File: src/rtl/morse_pkg.sv
// morse_pkg: shared FSM states, unit multipliers and ASCII bounds for the Morse transmitter
package morse_pkg;
   typedef enum logic [2:0] {IDLE, MARK, GAP, LETTERGAP, WORDGAP} state_e;
   localparam logic [2:0] DOT_U       = 3'd1;
   localparam logic [2:0] DASH_U      = 3'd3;
   localparam logic [2:0] GAP_U       = 3'd1;
   localparam logic [2:0] LETTER_U    = 3'd3;
   localparam logic [2:0] WORD_U      = 3'd7;
   localparam logic [6:0] ASCII_SPACE = 7'd32;
   localparam logic [6:0] ASCII_0     = 7'd48;
   localparam logic [6:0] ASCII_9     = 7'd57;
   localparam logic [6:0] ASCII_UA    = 7'd65;
   localparam logic [6:0] ASCII_UZ    = 7'd90;
   localparam logic [6:0] ASCII_LA    = 7'd97;
   localparam logic [6:0] ASCII_LZ    = 7'd122;
endpackage

File: src/rtl/morse_rom.sv
// morse_rom: ASCII code to Morse pattern lookup, pattern right-aligned with first element at bit len-1
module morse_rom
   import morse_pkg::*;
(
   input  logic [6:0] ascii_i,
   output logic       valid_o,
   output logic       is_space_o,
   output logic [2:0] len_o,
   output logic [4:0] pat_o
);
   logic [6:0] up;
   logic [6:0] li;
   logic [6:0] di;
   logic       is_let;
   logic       is_dig;
   logic [7:0] let_lp;
   logic [4:0] dig_p;
   // Fold lowercase onto uppercase and classify the code
   always_comb begin
      up     = (ascii_i >= ASCII_LA && ascii_i <= ASCII_LZ) ? ascii_i - 7'd32 : ascii_i;
      is_let = up >= ASCII_UA && up <= ASCII_UZ;
      is_dig = ascii_i >= ASCII_0 && ascii_i <= ASCII_9;
      li     = up - ASCII_UA;
      di     = ascii_i - ASCII_0;
   end
   // Letter table as {len, pattern}
   always_comb begin
      case (li)
         7'd0:    let_lp = {3'd2, 5'b00001};
         7'd1:    let_lp = {3'd4, 5'b01000};
         7'd2:    let_lp = {3'd4, 5'b01010};
         7'd3:    let_lp = {3'd3, 5'b00100};
         7'd4:    let_lp = {3'd1, 5'b00000};
         7'd5:    let_lp = {3'd4, 5'b00010};
         7'd6:    let_lp = {3'd3, 5'b00110};
         7'd7:    let_lp = {3'd4, 5'b00000};
         7'd8:    let_lp = {3'd2, 5'b00000};
         7'd9:    let_lp = {3'd4, 5'b00111};
         7'd10:   let_lp = {3'd3, 5'b00101};
         7'd11:   let_lp = {3'd4, 5'b00100};
         7'd12:   let_lp = {3'd2, 5'b00011};
         7'd13:   let_lp = {3'd2, 5'b00010};
         7'd14:   let_lp = {3'd3, 5'b00111};
         7'd15:   let_lp = {3'd4, 5'b00110};
         7'd16:   let_lp = {3'd4, 5'b01101};
         7'd17:   let_lp = {3'd3, 5'b00010};
         7'd18:   let_lp = {3'd3, 5'b00000};
         7'd19:   let_lp = {3'd1, 5'b00001};
         7'd20:   let_lp = {3'd3, 5'b00001};
         7'd21:   let_lp = {3'd4, 5'b00001};
         7'd22:   let_lp = {3'd3, 5'b00011};
         7'd23:   let_lp = {3'd4, 5'b01001};
         7'd24:   let_lp = {3'd4, 5'b01011};
         7'd25:   let_lp = {3'd4, 5'b01100};
         default: let_lp = 8'd0;
      endcase
   end
   // Digit table, all five elements long
   always_comb begin
      case (di)
         7'd0:    dig_p = 5'b11111;
         7'd1:    dig_p = 5'b01111;
         7'd2:    dig_p = 5'b00111;
         7'd3:    dig_p = 5'b00011;
         7'd4:    dig_p = 5'b00001;
         7'd5:    dig_p = 5'b00000;
         7'd6:    dig_p = 5'b10000;
         7'd7:    dig_p = 5'b11000;
         7'd8:    dig_p = 5'b11100;
         default: dig_p = 5'b11110;
      endcase
   end
   // Select the entry; anything outside the table yields length 0
   always_comb begin
      {len_o, pat_o} = is_let ? let_lp : is_dig ? {3'd5, dig_p} : 8'd0;
      valid_o        = is_let || is_dig;
      is_space_o     = ascii_i == ASCII_SPACE;
   end
endmodule

File: src/rtl/morse_main_prueba.sv
// morse_main_prueba: keys one ASCII character per Start as Morse marks on Y
module morse_main_prueba
   import morse_pkg::*;
#(
   parameter int unsigned DOT_CYCLES = 25_000_000
) (
   input  logic       CLK,
   input  logic       RST,
   input  logic [6:0] RxData,
   input  logic       Start,
   output logic       Y
);
   localparam logic [31:0] CYC_RELOAD = DOT_CYCLES - 32'd1;
   state_e      state_q, state_d;
   logic [31:0] cyc_q, cyc_d;
   logic [2:0]  unit_q, unit_d;
   logic [2:0]  idx_q, idx_d;
   logic [4:0]  pat_q, pat_d;
   logic        y_q;
   logic        rom_valid;
   logic        rom_space;
   logic [2:0]  rom_len;
   logic [4:0]  rom_pat;
   morse_rom u_rom (
      .ascii_i    (RxData),
      .valid_o    (rom_valid),
      .is_space_o (rom_space),
      .len_o      (rom_len),
      .pat_o      (rom_pat)
   );
   // Next state: accept in IDLE, otherwise count cycles within units, then units within the state
   always_comb begin
      state_d = state_q;
      cyc_d   = cyc_q;
      unit_d  = unit_q;
      idx_d   = idx_q;
      pat_d   = pat_q;
      if (state_q == IDLE) begin
         if (Start) begin
            pat_d   = rom_pat;
            idx_d   = rom_len - 3'd1;
            cyc_d   = CYC_RELOAD;
            unit_d  = rom_space ? WORD_U - 3'd1 : rom_pat[rom_len - 3'd1] ? DASH_U - 3'd1 : DOT_U - 3'd1;
            state_d = rom_valid ? MARK : rom_space ? WORDGAP : IDLE;
         end
      end else if (cyc_q != 32'd0) begin
         cyc_d = cyc_q - 32'd1;
      end else if (unit_q != 3'd0) begin
         cyc_d  = CYC_RELOAD;
         unit_d = unit_q - 3'd1;
      end else begin
         cyc_d   = CYC_RELOAD;
         state_d = state_q == MARK ? (idx_q != 3'd0 ? GAP : LETTERGAP) : state_q == GAP ? MARK : IDLE;
         idx_d   = (state_q == MARK && idx_q != 3'd0) ? idx_q - 3'd1 : idx_q;
         unit_d  = state_d == GAP ? GAP_U - 3'd1 :
                   state_d == LETTERGAP ? LETTER_U - 3'd1 :
                   state_d == MARK ? (pat_q[idx_q] ? DASH_U - 3'd1 : DOT_U - 3'd1) : 3'd0;
      end
   end
   // State, counters, latched pattern and the registered keying output
   always_ff @(posedge CLK or negedge RST) begin
      if (!RST) begin
         state_q <= IDLE;
         cyc_q   <= 32'd0;
         unit_q  <= 3'd0;
         idx_q   <= 3'd0;
         pat_q   <= 5'd0;
         y_q     <= 1'b0;
      end else begin
         state_q <= state_d;
         cyc_q   <= cyc_d;
         unit_q  <= unit_d;
         idx_q   <= idx_d;
         pat_q   <= pat_d;
         y_q     <= state_d == MARK;
      end
   end
   assign Y = y_q;
endmodule

File: config.mk
export PLATFORM = sky130hd
export DESIGN_NAME = morse_main_prueba
export DESIGN_NICKNAME = d
export VERILOG_FILES = /design/src/rtl/morse_pkg.sv /design/src/rtl/morse_rom.sv /design/src/rtl/morse_main_prueba.sv
export SDC_FILE = /design/constraint.sdc
export NUM_CORES = 1
export LEC_CHECK = 0
export ABC_AREA = 1
export BUFFER_PORTS_ARGS = -buffer_cell sky130_fd_sc_hd__clkbuf_2
export CAP_MARGIN = 0
export CORE_MARGIN = 2
export CORE_UTILIZATION = 35
export CTS_CLUSTER_SIZE = 20
export DETAILED_ROUTE_END_ITERATION = 16
export PLACE_DENSITY = 0.46
export SLEW_MARGIN = 30
export SYNTH_ARGS = -nofsm -noshare
export SYNTH_HDL_FRONTEND = slang
export SYNTH_SLANG_ARGS = --single-unit
File: constraint.sdc
create_clock -name CLK -period 5.8 [get_ports CLK]
set_input_delay 1.74 -clock CLK [delete_from_list [all_inputs] [get_ports CLK]]
set_output_delay 1.74 -clock CLK [all_outputs]
set_load 0.03 [all_outputs]
==> summary.txt <==
Synthesis
  • Synthesized Nets: between 500 and 600
  • Post-synth EDFFs: 0
  • Sequential fraction of the synthesis area: 31.3%
  • Yosys warnings: 0
  • FFs w/ async S/R, synth: 100%
  • Simple-gate area share of the yosys netlist: 36.5%
  • Top_reg_cell synth: dfrtp_1
  • Main combinational cell family by area after synthesis: simple AND/OR/NAND/NOR gates
  • Unique masters post-synth: between 40 and 50
  • Mapped cell area: 0.00375 mm²
  • Synth Area in Compound Gates: 13.7%
  • Xor and xnor area share after synthesis: roughly 4%
  • Number of synthesized register bits: 47
  • Syn Inst Count: 540
  • Syn_area_per_cell: between 6 and 7 µm²
  • Post-Synth Adder-Cell Area: roughly 6.0%
  • Mux contribution to synthesized area: 0%

Global route
  • Number of global-route vias before repair: roughly 3400
  • Total gr overflow: 0
  • Antenna violations before repair: 0
  • First-pass GRT wire length: roughly 16 mm
  • GRT Total Usage: between 10% and 20%
  • Pin count of the biggest net entering global routing: 48

Setup path
  • Worst setup path startpoint: RxData[0]
  • CP delay by family, top: simple AND/OR/NAND/NOR gates
  • WP data arrival: 4.53 ns
  • Critical Path Start Type: primary input
  • Slowest stage delay, CP: between 0.4 and 0.5 ns
  • CP Max Fanout: 12
  • Critical Path Most Common Cell: nand2_1
  • CP cell instances: clkbuf_2 > inv_1 > ha_1 > ha_1 > nand2_1 > inv_1 > nor2_1 > nand3_1 > nand2_1 > nand2_1 > nor2_1 > nand2_1 > nand2_2 > inv_1 > ha_1 > inv_1 > nand3_2 > nand2_1 > inv_1 > nand2_1 > nand2_1 > nand2_1 > nand2_1
  • Req. time, crit path: about 6.0 ns
  • Buffers & Inverters on Critical Path: 6
  • RR Startpoint: cyc_q[0]$_DFFE_PN0P_
  • CP max-delay cell: ha_1
  • CP Class: in2reg
  • Critical Path End Type: flip-flop

CTS
  • CTS tree: yes
  • Post-CTS Setup Inserts: 0
  • Register clock-pin slew on the reported worst setup and hold paths: about 0.08 ns
  • Cts repair resizes: 0
  • Worst-Skew Late Latency: just over 0.3 ns
  • CTS H-tree depth: 2
  • TritonCTS Buffers: 5
  • Root buffer cell: clkbuf_8
  • Post-CTS Hold Buffers: 0
  • Clock Tree Buf Depth: 2
  • Clock sinks: 47

Die
  • Num rows: 37
  • Die Y: 108 µm
  • IO Count: 11
  • Die area: approximately 0.012 mm²
  • Initial Utilization: between 30% and 40%
  • CORE AREA: about 0.010 mm²
  • Chip width: approximately 110 µm

Detailed routing
  • Routed wire length per instance: between 10 and 15 µm
  • Drt drc: 0
  • 1st-pass router iterations: 4
  • DR iter-0 viols: between 100 and 150
  • Total Wirelength: roughly 9.0 mm
  • Via/cell ratio: 4.98
  • Via count: about 3400
  • Post-route ant nets: 0

Flow run
  • Max Cap Viol: 0

Timing
  • Fin Setup TNS: 0 ns
  • Final Hold Viols: 0
  • Hold slack final: around 0.48 ns
  • Min cycle time layout: ~4.3 ns
  • Final Max Slew Viols: 0
  • Count of final setup violators: 0
  • Max_slew headroom: about 58%
  • Clock Skew: 0.0178 ns
  • Slew @ Worst Pin: 0.632 ns
  • Max Freq: about 0.23 GHz
  • Unrepaired setup endpoints after global routing: no
  • Tcrit/Tclk final: between 70 and 80%

Power
  • P per Cell Area: between 200 and 250 mW/mm²
  • Largest vdd supply drop: about 0.10 mV
  • Pleak: 0.00195 µW

Final layout
  • Final Instance Area: 0.00403 mm²
  • Antenna diodes: 0
  • Layout cell share with drive strength beyond 1: 10.1%
  • # nets final: 580
  • Filler Cell Count: approximately 1100
  • Non-Filler Instances: between 600 and 700
  • P&R area growth vs syn: 7.50%

Placed design
  • # placed instances: 681
  • IO buf count: 10
  • RD Place Congestion: 0.899
  • Placed cell area: between 0.003 and 0.004 mm²
  • Hpwl dp: 6.87 mm

Status
  • Status: completed

Min path
  • Hold Crit Start: cyc_q[0]$_DFFE_PN0P_
  • Hold WC Path Type: reg2reg
-- routing by layer --
layer  vias up  track usage, %  part of all wire [%]
li1       1785               -                     -
met1      1584            20.8                    47
met2        37            29.7                    49
met3        19            2.06                   1.6
met4         0            5.13                   2.2
met5         -               0                     0
-- sequential cells by signal (all words and copies together), names as in the netlist --
| name | cells |
|---|---|
| unit_q | 3 |
| pat_q | 5 |
| Y | 1 |
| idx_q | 3 |
| state_q | 3 |
| cyc_q | 32 |
-- report_power, final --
group / total [µW] / internal [µW] / switching (µW)
sequential: 409 / 365 / 43.8
clock: 202 / 82.9 / 119
combinational: 210 / 83.9 / 126
total: 820 / 532 / 289
-- worst reg2reg max path, cell delays in order, from the launching register on --
cell	delay (ns)
dfrtp_1	0.37
inv_1	0.08
ha_1	0.19
inv_1	0.09
nor2_2	0.07
nand2_2	0.12
nor4_2	0.06
nand4_1	0.14
nor2_2	0.07
nor2_1	0.44
inv_2	0.26
nand2_4	0.27
inv_1	0.15
or2_2	0.29
-- logic make-up (layout without fill, tap and decap cells) --
kind of cell	count (synthesis)	in the layout
adder cells (fa/ha/maj)	18	18
buffers and inverters	82	94
XOR/XNOR	17	17
AO/OA/AOI/OAI	87	87
flip-flops	47	47
AND/OR/NAND/NOR	289	289
-- final timing paths --
kind,to,slack (ns),depth (start not counted)
max,unit_q[1]$_DFFE_PN0P_,1.46,23
min,cyc_q[0]$_DFFE_PN0P_,0.48,1
max reg2reg,cyc_q[5]$_DFFE_PN0P_,3.08,13
min reg2reg,cyc_q[0]$_DFFE_PN0P_,0.48,1
max in group asynchronous,idx_q[2]$_DFFE_PN0P_,3.83,2
min in group asynchronous,cyc_q[16]$_DFFE_PN0P_,1.52,2
-- cell usage in the layout, fill, tap and decap left out, types with 5 or more instances in the layout --
cell type  instances
a32o_1             5
dfrtp_1           47
nor2_1            77
nand2_2            9
o21ai_0           41
a21oi_1           14
nand4_1            5
inv_1             71
or2_2              5
ha_1              18
o22ai_1            6
nand2_1          112
nand3_1           44
clkbuf_8           5
nor3_1             9
xor2_1            15
clkbuf_2          10
-- layout make-up --
class	count	area [µm²]	share of cell area, %
Sequential cell	47	1180	29.2
Multi-Input combinational cell	411	2260	56.0
Clock inverter	2	13.8	0.341
Timing Repair Buffer	12	65.1	1.61
Inverter	75	282	6.98
Clock buffer	5	68.8	1.71
Tap cell	136	170	4.22
-- per-stage QoR --
step                setup slack (ns)  utilization (%)  power (µW)
floorplan                       1.63                -         571
global placement                1.25             38.1         626
detailed placement              1.19             38.1         626
CTS                             1.50             38.9         831
global route                    1.11             38.9         881
finish                          1.46             38.9         820
-- cell usage after synthesis, types with 3 or more instances --
cell type / n / share of area, %
a21oi_1: 14 / 1.9
a32o_1: 5 / 1.3
clkbuf_1: 4 / 0.40
dfrtp_1: 47 / 31
ha_1: 18 / 6.0
inv_1: 71 / 7.1
inv_2: 3 / 0.30
nand2_1: 112 / 11
nand2_2: 9 / 1.5
nand2_4: 4 / 1.2
nand3_1: 44 / 5.9
nand3_2: 4 / 1.1
nand3b_1: 4 / 0.80
nand4_1: 5 / 0.83
nor2_1: 77 / 7.7
nor2_2: 4 / 0.67
nor3_1: 9 / 1.2
nor4_1: 3 / 0.50
o211ai_1: 4 / 0.80
o21ai_0: 41 / 5.5
o21ai_1: 3 / 0.40
o22ai_1: 6 / 1.0
or2_2: 5 / 0.83
xor2_1: 15 / 3.5
No activity file was read; power rests on OpenSTA's default activity.
